### src/rtl/mips_pkg.sv
// Shared MIPS front-end definitions: fetch FSM states,
// special instruction encodings and the IF/ID bundle.
package mips_pkg;

  localparam int unsigned IMEM_WORDS = 101;

  localparam logic [31:0] INSTR_NOP     = 32'h0000_0000;
  localparam logic [31:0] INSTR_SYSCALL = 32'h0000_000C;

  typedef enum logic [1:0] {
    RUN   = 2'd0,
    HALT  = 2'd1,
    FAULT = 2'd2
  } fetch_state_t;

  typedef struct packed {
    logic        valid;
    logic [31:0] instr;
    logic [31:0] pc;
    logic [31:0] pc_plus4;
  } if_id_t;

  function automatic if_id_t if_id_bubble();
    if_id_t b;
    b.valid    = 1'b0;
    b.instr    = INSTR_NOP;
    b.pc       = 32'h0;
    b.pc_plus4 = 32'h0;
    return b;
  endfunction

endpackage

### src/rtl/instruction_fetch_unit_if.sv
// Fetch-side instruction memory bus: word address out,
// instruction word back in the same cycle.
interface instruction_fetch_unit_if;

  logic [31:0] imem_addr;
  logic [31:0] imem_instr;

  modport master (
    output imem_addr,
    input  imem_instr
  );

  modport slave (
    input  imem_addr,
    output imem_instr
  );

endinterface

### src/rtl/fetch_pc_reg.sv
// Program counter with next-PC select (hold / +4 / redirect)
// and alignment and range checks for the fetch stage.
module fetch_pc_reg
  import mips_pkg::*;
#(
  parameter logic [31:0] RESET_PC   = 32'h0000_0000,
  parameter int unsigned IMEM_WORDS = mips_pkg::IMEM_WORDS
) (
  input  logic        clk,
  input  logic        rst_n,
  input  logic        load,
  input  logic        adv,
  input  logic [31:0] target,
  output logic [31:0] pc,
  output logic [31:0] pc_plus4,
  output logic        pc_oor,
  output logic        target_bad
);

  localparam logic [31:0] LIMIT = 32'(IMEM_WORDS * 4);

  assign pc_plus4   = pc + 32'd4;
  assign pc_oor     = (pc >= LIMIT);
  assign target_bad = (target[1:0] != 2'b00) ||
                      (target >= LIMIT);

  always_ff @(posedge clk or negedge rst_n) begin
    if (!rst_n) begin
      pc <= RESET_PC;
    end else begin
      unique case (1'b1)
        load:    pc <= target;
        adv:     pc <= pc_plus4;
        default: pc <= pc;
      endcase
    end
  end

endmodule

### src/rtl/instruction_fetch_unit.sv
// Fetch stage: drives imem, fills IF/ID, handles stall,
// redirect, syscall halt and out-of-range fetch faults.
module instruction_fetch_unit
  import mips_pkg::*;
#(
  parameter logic [31:0] RESET_PC   = 32'h0000_0000,
  parameter int unsigned IMEM_WORDS = mips_pkg::IMEM_WORDS,
  parameter int unsigned CNT_W      = 32
) (
  input  logic                     clk,
  input  logic                     rst_n,
  instruction_fetch_unit_if.master imem,
  input  logic                     stall_i,
  input  logic                     redirect_i,
  input  logic [31:0]              redirect_pc_i,
  output logic                     if_valid_o,
  output logic [31:0]              if_instr_o,
  output logic [31:0]              if_pc_o,
  output logic [31:0]              if_pc_plus4_o,
  output logic                     halted_o,
  output logic                     fault_o,
  output logic [31:0]              fault_pc_o,
  output logic [CNT_W-1:0]         fetch_count_o
);

  fetch_state_t state, nxt_state;
  if_id_t       ifid, nxt_ifid;
  logic [31:0]  fault_pc, nxt_fault_pc;
  logic [CNT_W-1:0] cnt;

  logic        pc_load, pc_adv, cnt_inc;
  logic [31:0] pc, pc_plus4;
  logic        pc_oor, target_bad;

  fetch_pc_reg #(
    .RESET_PC   (RESET_PC),
    .IMEM_WORDS (IMEM_WORDS)
  ) u_pc (
    .clk        (clk),
    .rst_n      (rst_n),
    .load       (pc_load),
    .adv        (pc_adv),
    .target     (redirect_pc_i),
    .pc         (pc),
    .pc_plus4   (pc_plus4),
    .pc_oor     (pc_oor),
    .target_bad (target_bad)
  );

  assign imem.imem_addr = pc;

  // HALT reuses the RUN redirect path: a redirect means the
  // syscall sat on a wrong path and fetching resumes.
  always_comb begin
    nxt_state    = state;
    nxt_ifid     = ifid;
    nxt_fault_pc = fault_pc;
    pc_load      = 1'b0;
    pc_adv       = 1'b0;
    cnt_inc      = 1'b0;
    unique case (state)
      RUN, HALT: begin
        if (redirect_i) begin
          nxt_ifid = if_id_bubble();
          if (target_bad) begin
            nxt_state    = FAULT;
            nxt_fault_pc = redirect_pc_i;
          end else begin
            nxt_state = RUN;
            pc_load   = 1'b1;
          end
        end else if (stall_i) begin
          nxt_ifid = ifid;
        end else if (state == HALT) begin
          nxt_ifid = if_id_bubble();
        end else if (pc_oor) begin
          nxt_ifid     = if_id_bubble();
          nxt_state    = FAULT;
          nxt_fault_pc = pc;
        end else begin
          nxt_ifid.valid    = 1'b1;
          nxt_ifid.instr    = imem.imem_instr;
          nxt_ifid.pc       = pc;
          nxt_ifid.pc_plus4 = pc_plus4;
          cnt_inc           = 1'b1;
          if (imem.imem_instr == INSTR_SYSCALL)
            nxt_state = HALT;
          else
            pc_adv = 1'b1;
        end
      end
      default: begin
        nxt_ifid = if_id_bubble();
      end
    endcase
  end

  always_ff @(posedge clk or negedge rst_n) begin
    if (!rst_n) begin
      state    <= RUN;
      ifid     <= if_id_bubble();
      fault_pc <= 32'h0;
      cnt      <= '0;
    end else begin
      state    <= nxt_state;
      ifid     <= nxt_ifid;
      fault_pc <= nxt_fault_pc;
      if (cnt_inc)
        cnt <= cnt + CNT_W'(1);
    end
  end

  assign if_valid_o    = ifid.valid;
  assign if_instr_o    = ifid.instr;
  assign if_pc_o       = ifid.pc;
  assign if_pc_plus4_o = ifid.pc_plus4;
  assign halted_o      = (state == HALT);
  assign fault_o       = (state == FAULT);
  assign fault_pc_o    = fault_pc;
  assign fetch_count_o = cnt;

endmodule

### src/flat_wrapper.sv
// flat-port wrapper written by rule: the top's interface ports become plain ports
module instruction_fetch_unit_flat import mips_pkg::*;
#(
  parameter logic [31:0] RESET_PC   = 32'h0000_0000,
  parameter int unsigned IMEM_WORDS = mips_pkg::IMEM_WORDS,
  parameter int unsigned CNT_W      = 32
)
  (clk, rst_n, stall_i, redirect_i, redirect_pc_i, if_valid_o, if_instr_o, if_pc_o, if_pc_plus4_o, halted_o, fault_o, fault_pc_o, fetch_count_o, imem_imem_addr, imem_imem_instr);
  instruction_fetch_unit_if imem_i ();
  input  logic clk;
  input  logic rst_n;
  input  logic stall_i;
  input  logic redirect_i;
  input  logic [31:0] redirect_pc_i;
  output logic if_valid_o;
  output logic [31:0] if_instr_o;
  output logic [31:0] if_pc_o;
  output logic [31:0] if_pc_plus4_o;
  output logic halted_o;
  output logic fault_o;
  output logic [31:0] fault_pc_o;
  output logic [CNT_W-1:0] fetch_count_o;
  output wire logic [$bits(imem_i.imem_addr)-1:0] imem_imem_addr;
  input wire logic [$bits(imem_i.imem_instr)-1:0] imem_imem_instr;
  assign imem_imem_addr = imem_i.imem_addr;
  assign imem_i.imem_instr = imem_imem_instr;
  instruction_fetch_unit #(.RESET_PC(RESET_PC), .IMEM_WORDS(IMEM_WORDS), .CNT_W(CNT_W)) u_core (.clk(clk), .rst_n(rst_n), .imem(imem_i), .stall_i(stall_i), .redirect_i(redirect_i), .redirect_pc_i(redirect_pc_i), .if_valid_o(if_valid_o), .if_instr_o(if_instr_o), .if_pc_o(if_pc_o), .if_pc_plus4_o(if_pc_plus4_o), .halted_o(halted_o), .fault_o(fault_o), .fault_pc_o(fault_pc_o), .fetch_count_o(fetch_count_o));
endmodule
### config.mk
export PLATFORM = sky130hd
export DESIGN_NAME = instruction_fetch_unit_flat
export DESIGN_NICKNAME = d
export VERILOG_FILES = /design/src/rtl/mips_pkg.sv /design/src/rtl/instruction_fetch_unit_if.sv /design/src/rtl/fetch_pc_reg.sv /design/src/rtl/instruction_fetch_unit.sv /design/src/flat_wrapper.sv
export SDC_FILE = /design/constraint.sdc
export NUM_CORES = 1
export LEC_CHECK = 0
export CAP_MARGIN = 25
export CORE_UTILIZATION = 48
export CTS_BUF_LIST = sky130_fd_sc_hd__clkbuf_16
export CTS_CLUSTER_SIZE = 28
export DETAILED_ROUTE_END_ITERATION = 7
export PLACE_DENSITY_LB_ADDON = 0.1
export SETUP_SLACK_MARGIN = 0.05
export SYNTH_ARGS = -nofsm -noshare
export SYNTH_HDL_FRONTEND = slang
export SYNTH_HIERARCHICAL = 1
export SYNTH_SLANG_ARGS = --single-unit
### constraint.sdc
create_clock -name clk -period 4.58 [get_ports clk]
set_input_delay 0.916 -clock clk [delete_from_list [all_inputs] [get_ports clk]]
set_output_delay 0.916 -clock clk [all_outputs]
set_load 0.1 [all_outputs]
==> results by group, run 1 <==
Final layout
  • Final design instance area without fill: about 0.012 mm^2
  • Layout filler cell count: between 1k and 1.5k
  • Number of diodes: 0
  • # nets final: approximately 1.1k
  • Ratio of cells with drive above 1 in the final layout: between 8 and 9%
  • Number of cells in the finished layout apart from fillers: roughly 1.3k
  • Synth-to-layout area growth: 37.8%

Place
  • DP Area: roughly 0.012 mm^2
  • Last weighted congestion value of the routability-driven placer: slightly above 0.8
  • HPWL after DPL: 18,300 um
  • Dpl cells: approximately 1.3k
  • Port-buffer cells: 262

Clock tree
  • Buffer levels on the longest clock path: 2
  • Insertion delay of the later-clocked pin in the worst-skew pair: ~0.43 ns
  • CTS Sinks: 195
  • CTS Root Buffer Type: sky130_fd_sc_hd__clkbuf_16
  • TritonCTS buffer count: 17
  • Post-CTS setup buffers: 0
  • Post-CTS Hold Fix Bufs: 0
  • Post-CTS clock slew at the launch and capture registers of the worst setup and hold paths: 0.07 ns
  • Resize count post-CTS: 0
  • Total number of H-tree levels: 4
  • Clock tree from TritonCTS: done

Route
  • Number of detailed-route iterations in the first pass: 8
  • Number of remaining DRC errors: 23
  • Iter 0 DRT Violations: around 630
  • Number of nets with antenna violations after detailed routing: 0
  • Routed WL: around 27,000 um
  • Routed len/inst: ~21 um
  • Ratio of routed vias to standard cells: between 5 and 6
  • Total number of vias: between 7k and 8k

Power and ir drop
  • Leakage Power: between 5 and 6 nW
  • Total power density per cell area: ~400 mW/mm^2
  • Worst supply voltage drop on vdd: about 0.00034 V

Worst hold path
  • Start point of the worst min-delay path: u_core/fetch_count_o[25]
  • Hold EP: u_core/fetch_count_o[25]
  • Depth of the worst hold-timing path: 1
  • Path class of the lowest-slack min-delay path: flop to flop

STA
  • Final count of hold timing violations: 0
  • Setup Skew: roughly 0.012 ns
  • Final clock period utilization by the worst path: between 80% and 90%
  • RSZ-0062 raised after global routing: no
  • Timing-limited maximum frequency: 0.245 GHz
  • Pin slew with the least headroom to its limit: approximately 1.1 ns
  • Slew Viols, Final: 0
  • Total setup violations reported at the end of the flow: 0
  • Shortest period the worst path allows: between 4 and 5 ns
  • Setup TNS Final: 0 ns
  • Worst slew margin: ~29%

Setup path
  • Cell Chain, Critical Path: inv_1 > ha_1 > nand2_1 > a21oi_1 > o311ai_0 > nand4_1 > nor4_2 > nor2b_4 > o21a_2 > inv_1 > nand2_1 > o22ai_1 > o21ba_2
  • Critical Path Start Type: flop
  • Sort of element at the end of the critical path: flop
  • RR Startpoint: u_core/u_pc/pc[3]
  • Count of cells along the worst register-to-register path: 13
  • Type of the worst setup path: flop to flop
  • Arrival time at the worst endpoint: 4.45 ns
  • Crit Path Max Fanout: 25
  • Required time of the critical path: about 5 ns
  • Slack of the worst reg-to-reg path: about 0.5 ns
  • Worst-path cell with the longest stage delay: sky130_fd_sc_hd__nand2_1
  • Crit-path max cell delay: around 0.81 ns
  • FF-to-FF End: u_core/u_pc/pc[18]

Synth
  • Compound-cell area share of the yosys netlist: between 10% and 20%
  • Async set-reset flop share out of synthesis: 100%
  • Synth Area in XOR/XNOR: approximately 5.7%
  • Top cells by count, synth: sky130_fd_sc_hd__dfrtp_1, sky130_fd_sc_hd__a22o_1, sky130_fd_sc_hd__nor2_1, sky130_fd_sc_hd__a21oi_1, sky130_fd_sc_hd__nand2_1
  • Fraction of post-synthesis cell area in the top cell type by area: between 50% and 60%
  • Fraction of the mapped netlist area in simple logic gates: between 10% and 20%
  • Share of synthesized cell area in full adder, half adder and majority cells: less than 1%
  • Most frequent cell after synthesis: sky130_fd_sc_hd__dfrtp_1
  • Main synth FF type: sky130_fd_sc_hd__dfrtp_1
  • Unique masters post-synth: 59
  • Number of synthesized register bits: 195
  • Main combinational cell family by area after synthesis: compound AO/OA/AOI/OAI gates
  • Most area-hungry cell type in the Yosys netlist: sky130_fd_sc_hd__dfrtp_1
  • Top cells by area in the synthesized netlist: sky130_fd_sc_hd__dfrtp_1, sky130_fd_sc_hd__a22o_1, sky130_fd_sc_hd__mux2i_1
  • Sequential element share of the synthesized area: 54.1%
  • Syn. warnings: 6
  • Proportion of synthesized area in mux cells: between 4 and 5%
  • Area of the mapped netlist: 0.00902 mm^2
  • Post-Syn Instances: a little over 800
  • Synthesized Nets: 885
  • Synthesized area per cell: between 10 and 15 um^2
  • Number of enable flip-flop cells after synthesis: 0

Outcome
  • Violations in the final reports: design-rule violations
  • Outcome: finished, violations left

Floorplan
  • Die Outline Area: between 0.015 and 0.02 mm^2
  • Starting Density: approximately half
  • Std-Cell Core Area: 0.0182 mm^2
  • Num rows: approximately 50
  • Number of placed I/O pins: 263
  • Die width: approximately 140 um
  • Chip height: roughly 140 um

Global routing
  • Total overflow reported by the global router: 0
  • Antenna violations before repair: 0
  • Via count of the first global-routing pass: between 7k and 8k
  • Global-route wire length before repair: around 42,000 um
  • Largest net degree at the start of global routing: between 100 and 150
  • Overall fraction of global-route tracks in use: ~28%

Run
  • Number of violations of the max-capacitance limit: 0
layout by cell type (no fill, tap or decap), drive strengths merged, types with 3 or more instances in the layout:
cell / count
a21oi: 52
a22o: 96
a311oi: 4
and2: 4
and3: 8
and4: 9
buf: 25
clkbuf: 18
clkdlybuf4s50: 260
clkinv: 4
dfrtp: 195
ha: 4
inv: 22
mux2i: 35
nand2: 49
nand3: 21
nand4: 20
nor2: 65
nor2b: 6
nor3: 19
nor4: 30
o21a: 9
o21ai: 13
o221a: 6
o22a: 3
o22ai: 7
xnor2: 32
xor2: 27
worst max-delay path by stage:
stage	startpoint	end	slack, ns	cells past startpoint
final	u_core/u_pc/pc[3]	u_core/u_pc/pc[18]	0.49	13
after global routing	u_core/u_pc/pc[3]	u_core/u_pc/pc[19]	0.15	14
after CTS	u_core/u_pc/pc[3]	u_core/u_pc/pc[19]	0.56	14
after detailed placement	redirect_pc_i[27]	u_core/u_pc/pc[18]	0.55	9
after global placement	redirect_pc_i[24]	u_core/u_pc/pc[18]	0.62	9
after floorplan	u_core/u_pc/pc[3]	u_core/u_pc/pc[5]	0.56	17
where the power goes:
group / internal [mW] / leakage (nW) / switching, mW
logic: 0.360 / 2.55 / 1.22
clock network: 0.768 / 0.283 / 0.688
registers: 1.85 / 2.56 / 0.0876
total: 2.98 / 5.39 / 1.99
layer usage:
metal / track usage (%) / vias to the layer above / part of all wire [%]
met5: 0 / - / 0
met4: 6.67 / 0 / 1.4
met3: 6.28 / 35 / 7.4
met2: 44.8 / 347 / 48
met1: 38.8 / 3755 / 43
li1: - / 3471 / -
cell type report:
cell class,count,area [um^2],area share [%]
Multi-Input combinational cell,544,3820,30.7
Sequential cell,195,4880,39.2
Clock buffer,17,425,3.42
Tap cell,229,287,2.30
Inverter,14,52.6,0.423
Clock inverter,15,148,1.19
Timing Repair Buffer,286,2830,22.7
kinds of logic after synthesis:
group | count (synthesis)
AND/OR/NAND/NOR | 242
AO/OA/AOI/OAI | 203
flip-flops | 195
buffers and inverters | 74
XOR/XNOR | 59
multiplexers | 36
adder cells (fa/ha/maj) | 4
flip-flops by register name, indices dropped and copies added (netlist names):
register / count
u_core/fault_pc_o: 32
u_core/u_pc/pc: 32
u_core/if_valid_o: 1
u_core/if_pc_plus4_o: 32
u_core/state: 2
u_core/if_instr_o: 32
u_core/if_pc_o: 32
u_core/fetch_count_o: 32
critical path: cells and delay by family (launching register included):
kind                     cells  cell delay [ns]
AND/OR/NAND/NOR              5             1.81
flip-flops                   1             0.51
buffers and inverters        2             0.35
AO/OA/AOI/OAI                5             1.15
adder cells (fa/ha/maj)      1             0.19
per-stage QoR:
| stage | power, mW | utilization [%] | setup WS [ns] | hold slack [ns] |
|---|---|---|---|---|
| after global placement | 3.54 | 65.0 | 0.618 | 0.456 |
| after global routing | 5.13 | 68.3 | 0.149 | 0.496 |
| after detailed placement | 3.55 | 65.0 | 0.548 | 0.471 |
| after floorplan | 3.09 | - | 0.564 | 0.547 |
| final | 4.97 | 68.3 | 0.495 | 0.489 |
| after CTS | 5.01 | 68.2 | 0.562 | 0.489 |
No activity file was read; power rests on OpenSTA's default activity.
==> inputs of run 2 (changes only) <==
Settings changed: SKIP_LAST_GASP set to 1.
==> results of run 2 <==
Same layout as run 1: the final DEF is identical, and so are final timing and power.
==> inputs of run 3 (changes only) <==
Settings changed: CORE_UTILIZATION 48 to 43.
Clock period 4.58 ns to 3.68 ns, I/O delays scaled along.
==> results by group, run 3 (synthesized netlist as in run 1, its figures left out) <==
Outcome
  • Outcome: finished, final reports clean (was finished, violations left)

Route
  • Number of remaining DRC errors: 0 (was 23)
  • Routed len/inst: 20.0 um (was 20.7 um)
  • Ratio of routed vias to standard cells: 5.60 (was 5.85)
  • Number of detailed-route iterations in the first pass: 5 (was 8)
  • Iter 0 DRT Violations: 520 (was 633)
  • Routed WL: 27,100 um (was 26,900 um)
  • Number of nets with antenna violations after detailed routing: 0 (unchanged)
  • Total number of vias: 7,601 (was 7,608)

STA
  • Final count of hold timing violations: 0 (unchanged)
  • Shortest period the worst path allows: 3.30 ns (was 4.09 ns)
  • Setup TNS Final: 0 ns (unchanged)
  • Slew Viols, Final: 0 (unchanged)
  • Pin slew with the least headroom to its limit: 1.09 ns (was 1.07 ns)
  • Setup Skew: 0.00956 ns (was 0.0117 ns)
  • RSZ-0062 raised after global routing: no (unchanged)
  • Timing-limited maximum frequency: 0.303 GHz (was 0.245 GHz)
  • Total setup violations reported at the end of the flow: 0 (unchanged)
  • Worst slew margin: 26.8% (was 28.6%)
  • Final clock period utilization by the worst path: 89.6% (was 89.2%)

Global routing
  • Global-route wire length before repair: 42,500 um (was 42,200 um)
  • Overall fraction of global-route tracks in use: 25.5% (was 28.0%)
  • Total overflow reported by the global router: 0 (unchanged)
  • Antenna violations before repair: 0 (unchanged)
  • Via count of the first global-routing pass: 7,357 (was 7,389)
  • Largest net degree at the start of global routing: 101 (was 107)

Final layout
  • Number of diodes: 0 (unchanged)
  • # nets final: 1,147 (was 1,130)
  • Commonest cells after routing, fill and taps aside: sky130_fd_sc_hd__clkdlybuf4s50_1, sky130_fd_sc_hd__dfrtp_1, sky130_fd_sc_hd__a22o_1 (unchanged)
  • Most common cell after layout, fill and taps aside: sky130_fd_sc_hd__clkdlybuf4s50_1 (unchanged)
  • Synth-to-layout area growth: 39.9% (was 37.8%)
  • Ratio of cells with drive above 1 in the final layout: 12.6% (was 8.68%)
  • Number of cells in the finished layout apart from fillers: 1,358 (was 1,300)

Floorplan
  • Starting Density: 44.2% (was 49.6%)
  • Die Outline Area: 0.0216 mm^2 (was 0.0194 mm^2)
  • Die width: 147 um (was 139 um)
  • Number of placed I/O pins: 263 (unchanged)
  • Chip height: 147 um (was 139 um)
  • Num rows: 52 (was 49)
  • Std-Cell Core Area: 0.0204 mm^2 (was 0.0182 mm^2)

Place
  • HPWL after DPL: 18,600 um (was 18,300 um)
  • Dpl cells: 1,324 (was 1,266)
  • Port-buffer cells: 262 (unchanged)
  • Last weighted congestion value of the routability-driven placer: 0.842 (was 0.825)

Clock tree
  • Insertion delay of the later-clocked pin in the worst-skew pair: 0.43 ns (about the same)
  • Post-CTS Hold Fix Bufs: 0 (unchanged)
  • Total number of H-tree levels: 4 (unchanged)
  • Post-CTS clock slew at the launch and capture registers of the worst setup and hold paths: 0.07 ns (about the same)
  • CTS Root Buffer Type: sky130_fd_sc_hd__clkbuf_16 (unchanged)
  • Clock tree from TritonCTS: done (unchanged)
  • CTS Sinks: 195 (unchanged)
  • Buffer levels on the longest clock path: 2 (unchanged)
  • TritonCTS buffer count: 17 (unchanged)

Worst hold path
  • Path class of the lowest-slack min-delay path: input port to asynchronous set/reset pin (was flop to flop)

Power and ir drop
  • Total power density per cell area: 494 mW/mm^2 (was 400 mW/mm^2)
  • Worst supply voltage drop on vdd: 0.000402 V (was 0.000340 V)
  • Leakage Power: 5.51 nW (was 5.39 nW)

Setup path
  • Arrival time at the worst endpoint: 3.65 ns (was 4.45 ns)
  • Crit Path Max Fanout: 36 (was 25)
  • Type of the worst setup path: flop to flop (unchanged)
  • Sort of element at the end of the critical path: flop (unchanged)
  • Required time of the critical path: 4.04 ns (was 4.95 ns)
  • Critical Path Start Type: flop (unchanged)

Run
  • Number of violations of the max-capacitance limit: 0 (unchanged)
==> run 3: final cells by class <==
class / instances / area (um^2)
Fill cell: 1710 / 7800
Clock buffer: 17 / 425
Clock inverter: 15 / 155
Tap cell: 270 / 338
Timing Repair Buffer: 303 / 2940
Multi-Input combinational cell: 544 / 3820
Inverter: 14 / 52.6
Sequential cell: 195 / 4890
==> run 3: path summary, 6_finish.rpt <==
| kind | start | endpoint | slack [ns] | depth (start not counted) |
|---|---|---|---|---|
| setup / recovery | u_core/u_pc/pc[3] | u_core/u_pc/pc[19] | 0.38 | 16 |
| hold / removal | rst_n | u_core/fetch_count_o[20] | 0.28 | 1 |
| setup reg to reg | u_core/u_pc/pc[3] | u_core/u_pc/pc[19] | 0.38 | 16 |
| hold reg to reg | u_core/fetch_count_o[31] | u_core/fetch_count_o[31] | 0.47 | 1 |
| max in group asynchronous | rst_n | u_core/u_pc/pc[3] | 2.45 | 2 |
| min in group clk | u_core/fetch_count_o[31] | u_core/fetch_count_o[31] | 0.47 | 1 |
==> run 3: per-stage QoR <==
stage	setup WS [ns]	utilization (%)	power, mW	hold WS [ns]	instance area, um^2
floorplan	0.0604	-	3.85	0.440	9040
global placement	0.340	58.8	4.41	0.457	12000
detailed placement	0.268	58.8	4.42	0.461	12000
CTS	0.251	61.6	6.29	0.305	12600
global route	0.0997	61.8	6.46	0.313	12600
finish	0.384	61.8	6.23	0.280	12600
==> run 3: power by group <==
group	leakage (nW)	total [mW]	internal [mW]	switching, mW
clock	0.287	1.85	1.01	0.845
combinational	2.67	1.97	0.453	1.52
sequential	2.55	2.40	2.30	0.102
total	5.51	6.23	3.76	2.47
==> run 3: critical path, cell delays in order, from the launching register on <==
cell,delay [ns]
sky130_fd_sc_hd__dfrtp_4,0.46
sky130_fd_sc_hd__inv_1,0.07
sky130_fd_sc_hd__ha_1,0.17
sky130_fd_sc_hd__nand2_1,0.05
sky130_fd_sc_hd__a21oi_1,0.07
sky130_fd_sc_hd__o311ai_0,0.28
sky130_fd_sc_hd__nand4_1,0.22
sky130_fd_sc_hd__nor4_2,0.36
sky130_fd_sc_hd__nor2b_4,0.20
sky130_fd_sc_hd__o21a_2,0.17
sky130_fd_sc_hd__buf_6,0.28
sky130_fd_sc_hd__inv_1,0.09
sky130_fd_sc_hd__nand2_1,0.07
sky130_fd_sc_hd__buf_4,0.30
sky130_fd_sc_hd__nor2_1,0.07
sky130_fd_sc_hd__a31o_2,0.22
sky130_fd_sc_hd__a21oi_1,0.12
==> run 3: repair_timing <==
action | CTS | global route
setup buffers | 0 | 1
hold endpoints to repair | 0 | 0
endpoints found under the setup margin | 0 | 8
gates resized for setup | 0 | 1
==> run 3: per-layer routing <==
layer | track usage, % | wire length (um) | part of all wire, % | vias to the layer above
met5 | 0 | 0 | 0 | -
met4 | 8.96 | 593 | 2.2 | 0
met3 | 5.03 | 1880 | 6.9 | 39
met1 | 35.8 | 12200 | 45 | 3749
met2 | 39.2 | 12500 | 46 | 308
li1 | - | - | - | 3505
